### config.mk
export PLATFORM = sky130hd
export DESIGN_NAME = secded_stream_decoder
export DESIGN_NICKNAME = d
export VERILOG_FILES = /design/src/rtl/secded_pkg.sv /design/src/rtl/secded_syndrome.sv /design/src/rtl/secded_stream_decoder.sv
export SDC_FILE = /design/constraint.sdc
export NUM_CORES = 1
export LEC_CHECK = 0
export ABC_AREA = 0
export BUFFER_PORTS_ARGS = -buffer_cell sky130_fd_sc_hd__buf_2
export CELL_PAD_IN_SITES_DETAIL_PLACEMENT = 0
export CELL_PAD_IN_SITES_GLOBAL_PLACEMENT = 1
export CORE_MARGIN = 2
export CORE_UTILIZATION = 35
export DETAILED_ROUTE_END_ITERATION = 10
export PLACE_DENSITY = 0.72
export SETUP_SLACK_MARGIN = 0.2
export SLEW_MARGIN = 20
export SYNTH_ARGS = -nofsm -noshare
export SYNTH_HDL_FRONTEND = slang
export SYNTH_SLANG_ARGS = --single-unit
### constraint.sdc
create_clock -name clock -period 2.45 [get_ports clock]
set_input_delay 0.49 -clock clock [delete_from_list [all_inputs] [get_ports clock]]
set_output_delay 0.49 -clock clock [all_outputs]
set_load 0.02 [all_outputs]
### src/rtl/secded_pkg.sv
// Shared SECDED helpers: parity-bit count, power-of-two test and error classification.
package secded_pkg;

  typedef enum logic [1:0] {ERR_NONE, ERR_SINGLE, ERR_DOUBLE} err_kind_e;

  // Smallest p with 2**p >= data_w + p + 1.
  function automatic int unsigned secded_p(input int unsigned data_w);
    int unsigned p;
    p = 0;
    while ((32'd1 << p) < data_w + p + 1) p++;
    return p;
  endfunction

  function automatic logic is_pow2(input int unsigned x);
    return (x != 0) && ((x & (x - 1)) == 0);
  endfunction

endpackage

### src/rtl/secded_syndrome.sv
// Combinational Hamming syndrome and overall parity of a SECDED code word.
module secded_syndrome #(
  parameter int unsigned CODE_W = 13,
  parameter int unsigned P      = 4
) (
  input  logic [CODE_W-1:0] code_i,
  output logic [P-1:0]      syndrome_o,
  output logic              parity_o
);

  // Bit 0 is the overall parity and carries no position weight.
  always_comb begin
    syndrome_o = '0;
    for (int unsigned i = 1; i < CODE_W; i++) begin
      if (code_i[i]) syndrome_o = syndrome_o ^ P'(i);
    end
  end

  assign parity_o = ^code_i;

endmodule

### src/rtl/secded_stream_decoder.sv
// Two-stage pipelined SECDED decoder with valid/ready streaming and saturating error counters.
module secded_stream_decoder
  import secded_pkg::*;
#(
  parameter int unsigned DATA_W = 8,
  parameter int unsigned CNT_W  = 16,
  localparam int unsigned P      = secded_p(DATA_W),
  localparam int unsigned CODE_W = DATA_W + P + 1
) (
  input  logic              clock,
  input  logic              reset_n,
  input  logic              in_valid,
  output logic              in_ready,
  input  logic [CODE_W-1:0] in_code,
  output logic              out_valid,
  input  logic              out_ready,
  output logic [DATA_W-1:0] out_data,
  output logic [P-1:0]      out_syndrome,
  output logic              out_err1,
  output logic              out_err2,
  input  logic              cnt_clear,
  output logic [CNT_W-1:0]  cnt_err1,
  output logic [CNT_W-1:0]  cnt_err2
);

  logic [P-1:0]      syn;
  logic              par;

  logic              s1_valid_q, s1_valid_d;
  logic [CODE_W-1:0] s1_code_q, s1_code_d;
  logic [P-1:0]      s1_syn_q, s1_syn_d;
  logic              s1_par_q, s1_par_d;

  logic              out_valid_q, out_valid_d;
  logic [DATA_W-1:0] out_data_q, out_data_d;
  logic [P-1:0]      out_syndrome_q, out_syndrome_d;
  logic              out_err1_q, out_err1_d;
  logic              out_err2_q, out_err2_d;

  logic [CNT_W-1:0]  cnt_err1_q, cnt_err1_d;
  logic [CNT_W-1:0]  cnt_err2_q, cnt_err2_d;

  logic              s1_adv;
  logic              fire;
  err_kind_e         kind;
  logic [CODE_W-1:0] fixed;
  logic [DATA_W-1:0] data;

  secded_syndrome #(
    .CODE_W(CODE_W),
    .P     (P)
  ) u_syndrome (
    .code_i    (in_code),
    .syndrome_o(syn),
    .parity_o  (par)
  );

  // Classify and correct the stage-1 word; uncorrectable words pass through raw.
  always_comb begin : p_decode
    int unsigned j;
    kind  = ERR_NONE;
    fixed = s1_code_q;
    if (s1_par_q) begin
      if (32'(s1_syn_q) < CODE_W) begin
        kind = ERR_SINGLE;
        for (int unsigned i = 1; i < CODE_W; i++) begin
          if (P'(i) == s1_syn_q) fixed[i] = ~fixed[i];
        end
      end else begin
        kind = ERR_DOUBLE;
      end
    end else if (s1_syn_q != '0) begin
      kind = ERR_DOUBLE;
    end
    data = '0;
    j    = 0;
    for (int unsigned i = 1; i < CODE_W; i++) begin
      if (!is_pow2(i)) begin
        data[j] = fixed[i];
        j++;
      end
    end
  end

  always_comb begin
    s1_adv   = !out_valid_q || out_ready;
    in_ready = !s1_valid_q || s1_adv;
    fire     = out_valid_q && out_ready;

    s1_valid_d = s1_valid_q;
    s1_code_d  = s1_code_q;
    s1_syn_d   = s1_syn_q;
    s1_par_d   = s1_par_q;
    if (in_ready) begin
      s1_valid_d = in_valid;
      if (in_valid) begin
        s1_code_d = in_code;
        s1_syn_d  = syn;
        s1_par_d  = par;
      end
    end

    out_valid_d    = out_valid_q;
    out_data_d     = out_data_q;
    out_syndrome_d = out_syndrome_q;
    out_err1_d     = out_err1_q;
    out_err2_d     = out_err2_q;
    if (s1_adv) begin
      out_valid_d = s1_valid_q;
      if (s1_valid_q) begin
        out_data_d     = data;
        out_syndrome_d = s1_syn_q;
        out_err1_d     = (kind == ERR_SINGLE);
        out_err2_d     = (kind == ERR_DOUBLE);
      end
    end

    // Clear takes priority over a same-cycle increment.
    cnt_err1_d = cnt_err1_q;
    cnt_err2_d = cnt_err2_q;
    if (cnt_clear) begin
      cnt_err1_d = '0;
      cnt_err2_d = '0;
    end else if (fire) begin
      if (out_err1_q && (cnt_err1_q != '1)) cnt_err1_d = cnt_err1_q + CNT_W'(1);
      if (out_err2_q && (cnt_err2_q != '1)) cnt_err2_d = cnt_err2_q + CNT_W'(1);
    end
  end

  always_ff @(posedge clock or negedge reset_n) begin
    if (!reset_n) begin
      s1_valid_q     <= 1'b0;
      s1_code_q      <= '0;
      s1_syn_q       <= '0;
      s1_par_q       <= 1'b0;
      out_valid_q    <= 1'b0;
      out_data_q     <= '0;
      out_syndrome_q <= '0;
      out_err1_q     <= 1'b0;
      out_err2_q     <= 1'b0;
      cnt_err1_q     <= '0;
      cnt_err2_q     <= '0;
    end else begin
      s1_valid_q     <= s1_valid_d;
      s1_code_q      <= s1_code_d;
      s1_syn_q       <= s1_syn_d;
      s1_par_q       <= s1_par_d;
      out_valid_q    <= out_valid_d;
      out_data_q     <= out_data_d;
      out_syndrome_q <= out_syndrome_d;
      out_err1_q     <= out_err1_d;
      out_err2_q     <= out_err2_d;
      cnt_err1_q     <= cnt_err1_d;
      cnt_err2_q     <= cnt_err2_d;
    end
  end

  assign out_valid    = out_valid_q;
  assign out_data     = out_data_q;
  assign out_syndrome = out_syndrome_q;
  assign out_err1     = out_err1_q;
  assign out_err2     = out_err2_q;
  assign cnt_err1     = cnt_err1_q;
  assign cnt_err2     = cnt_err2_q;

endmodule
==> metrics.txt <==
Fillers=888; crit start category=register; Initial Util=35.94%; Worst Hold Class=in2async; Boundary Pins=66; Slew Limit Fails=0; status=finished, final reports clean; Critical Path Start=cnt_err2[0]$_DFFE_PN0P_; Total Die Area=9684 sq um; post-DR wirelength/cell=13.46 microns; CP max stage delay=0.42 ns; largest net degree at the start of global routing=37; gpl congestion=0.7451; row count=34; vias per cell=4.918; Hold Buf Count CTS=0; Clock transition at path regs=0.07 ns; setup TNS=0 ns; arrival time worst endpoint=2.20 ns; CTS Root Buffer Type=clkbuf_8; nets=405; fin area=3722 sq um; most frequent cells in the layout=65 x buf_2, 61 x dfrtp_1, 42 x nor2_1, 38 x nand2_1, 30 x xnor2_1; GRT Util Overall=14.66%; max cap viols=0; htree depth=3; CP max FO=11; number of global-route vias before repair=2435; Worst-Margin Slew=0.6576 ns; clock sinks=61; area of the multi-input gates=1553 sq um; global-route wire length before repair=11590 microns; Syn Area/Cell=9.840 sq um; Synth Area in Compound Gates=6.859%; RSZ-0062 raised after global routing=no; DR vias=2444; clock skew=0.005265 ns; synth-to-layout area growth=19.33%; reg2reg setup slack=0.45 ns; fmax=499.0 MHz; # Post-CTS Setup Buffers=0; PostCTS Resize Cnt=0; post-route setup slack=0.4458 ns; die height=98.41 microns; worst slack, placed=0.4593 ns; CP endpoint kind=register; total clock buffers created by CTS=9; Net Count, Synth=337; Req. time, crit path=2.64 ns; Adder-Cell Fraction of Synth Area=0.8022%; worst relative slew slack=56.05%; final worst path period share=81.80%; peak supply drop=279.9 uV; most common cell after layout, fill and taps aside=buf_2; setup violators final=0; DRC=0; Pre-antenna DRT Iters=4; fraction of synthesized cell area in xor and xnor cells=16.00%; Reg2Reg Capture Point=cnt_err2[1]$_DFFE_PN0P_; crit path max-delay cell type=dfrtp_1; reg2reg start=cnt_err2[0]$_DFFE_PN0P_; IO buf count=65; initial antenna violation count=0; post-route ant nets=0; worst reg2reg path depth=6; register area=1526 sq um; Crit Path Class=reg2reg; leakage=0.001720 uW; gr ovfl total=0; DRT iter0 DRCs=44; layout cells sized above 1=23.65%; Routed WL=6691 microns; Antenna Cells=0; placed inst area=3563 sq um; simple-gate share of the synthesized area=22.22%; Pwr Density=695.7 nW/um^2; Syn Std Cell Area=3119 sq um; clk buf depth=2; crit-path cells=ha_1, and4_1, nand3_1, o21ai_0, mux2i_1, nor2_1; cells after synthesis=317; Yosys reg bits=61; Synth Warn #=0; Yosys cell types=34; CTS tree=done; Worst-Skew Late Latency=0.33 ns; Tmin final=2.004 ns; post-synthesis sequential area ratio=48.94%; mux cell area share after synthesis=3.891%; final hold vios=0; largest family of logic cells by synthesized area=simple AND/OR/NAND/NOR gates; Die W=98.41 microns; WHS=0.1666 ns; Core ar.=8678 sq um; HPWL after DPL=4910 microns; total power=2590 uW
==> stage by stage <==
step	util [%]	cells
2_1_floorplan	-	317
5_1_grt	42.89	497
4_1_cts	42.89	497
6_report	42.89	497
3_5_place_dp	41.06	482
3_3_place_gp	41.06	482
==> sequential cells by signal (all words and copies together) (netlist names) <==
| register | cells |
|---|---|
| out_syndrome | 4 |
| s1_valid_q | 1 |
| cnt_err1 | 16 |
| s1_par_q | 1 |
| cnt_err2 | 16 |
| s1_code_q | 8 |
| s1_syn_q | 4 |
| out_err2 | 1 |
| out_data | 8 |
| out_valid | 1 |
| out_err1 | 1 |
==> final cells by class <==
cell class	count	share of cell area, %
tap	108	3.630
timing repair buffer	66	9.277
clock inverter	2	0.2689
multi-input combinational	246	41.71
clock buffer	13	4.000
sequential	61	41.01
inverter	1	0.1008
==> cell families after synthesis <==
logic type | after synthesis
AOI/OAI and AO/OA | 36
xor gates and xnor gates | 57
adders and majority gates | 2
buffers and inverters | 10
DFF | 61
muxes | 11
and+or+nand+nor | 140
==> how the worst max path moves through the flow <==
stage                                end  slack [ns]  depth (start not counted)
4_1_cts          cnt_err2[1]$_DFFE_PN0P_        0.45                          6
2_1_floorplan  s1_code_q[12]$_DFFE_PN0P_        0.69                          4
5_1_grt          cnt_err2[1]$_DFFE_PN0P_        0.22                          6
3_3_place_gp     cnt_err2[1]$_DFFE_PN0P_        0.55                          6
6_report         cnt_err2[1]$_DFFE_PN0P_        0.45                          6
3_5_place_dp     cnt_err2[1]$_DFFE_PN0P_        0.46                          6
==> layer usage <==
| layer | GRT usage (%) | wire length [microns] | vias to the layer above |
|---|---|---|---|
| met5 | 0 | 0 | - |
| met4 | 5.690 | 99 | 0 |
| met3 | 3.006 | 285 | 11 |
| met2 | 23.65 | 3160 | 56 |
| met1 | 19.40 | 3145 | 1150 |
| li1 | - | - | 1227 |
==> synthesized netlist by cell type, drive strengths merged <==
master / instances / share of area, %
buf: 3 / 0.44
ha: 2 / 0.80
nor4b: 1 / 0.28
inv: 1 / 0.12
clkbuf: 6 / 0.72
dfrtp: 61 / 49
and2: 3 / 0.60
o21ai: 23 / 3.7
o2111ai: 3 / 0.84
or3: 1 / 0.36
nor2: 42 / 5.1
nand3b: 3 / 0.72
mux2i: 2 / 0.64
nor3: 5 / 0.80
nand2: 38 / 4.6
and3: 9 / 1.9
a311oi: 1 / 0.28
a31oi: 1 / 0.20
nor4: 5 / 1.2
o211ai: 7 / 1.7
nand3: 12 / 1.9
nor2b: 1 / 0.20
xor2: 27 / 7.6
a21oi: 1 / 0.16
nand4: 9 / 2.0
mux2: 9 / 3.2
and4: 5 / 1.4
xnor2: 30 / 8.4
nand2b: 6 / 1.2
==> where the power goes <==
part           internal, uW  total (uW)  switching [uW]
clock network           387         759             372
registers              1140        1270             133
logic                   230         563             333
total                  1750        2590             838
==> worst max-delay path, delay by kind of cell, from the launching register on <==
family                   cells  cell delay, ns
adder cells (fa/ha/maj)      1            0.21
AND/OR/NAND/NOR              3            0.56
AO/OA/AOI/OAI                1            0.42
multiplexers                 1            0.25
flip-flops                   1            0.42
Power figures use the tool's default switching activity.
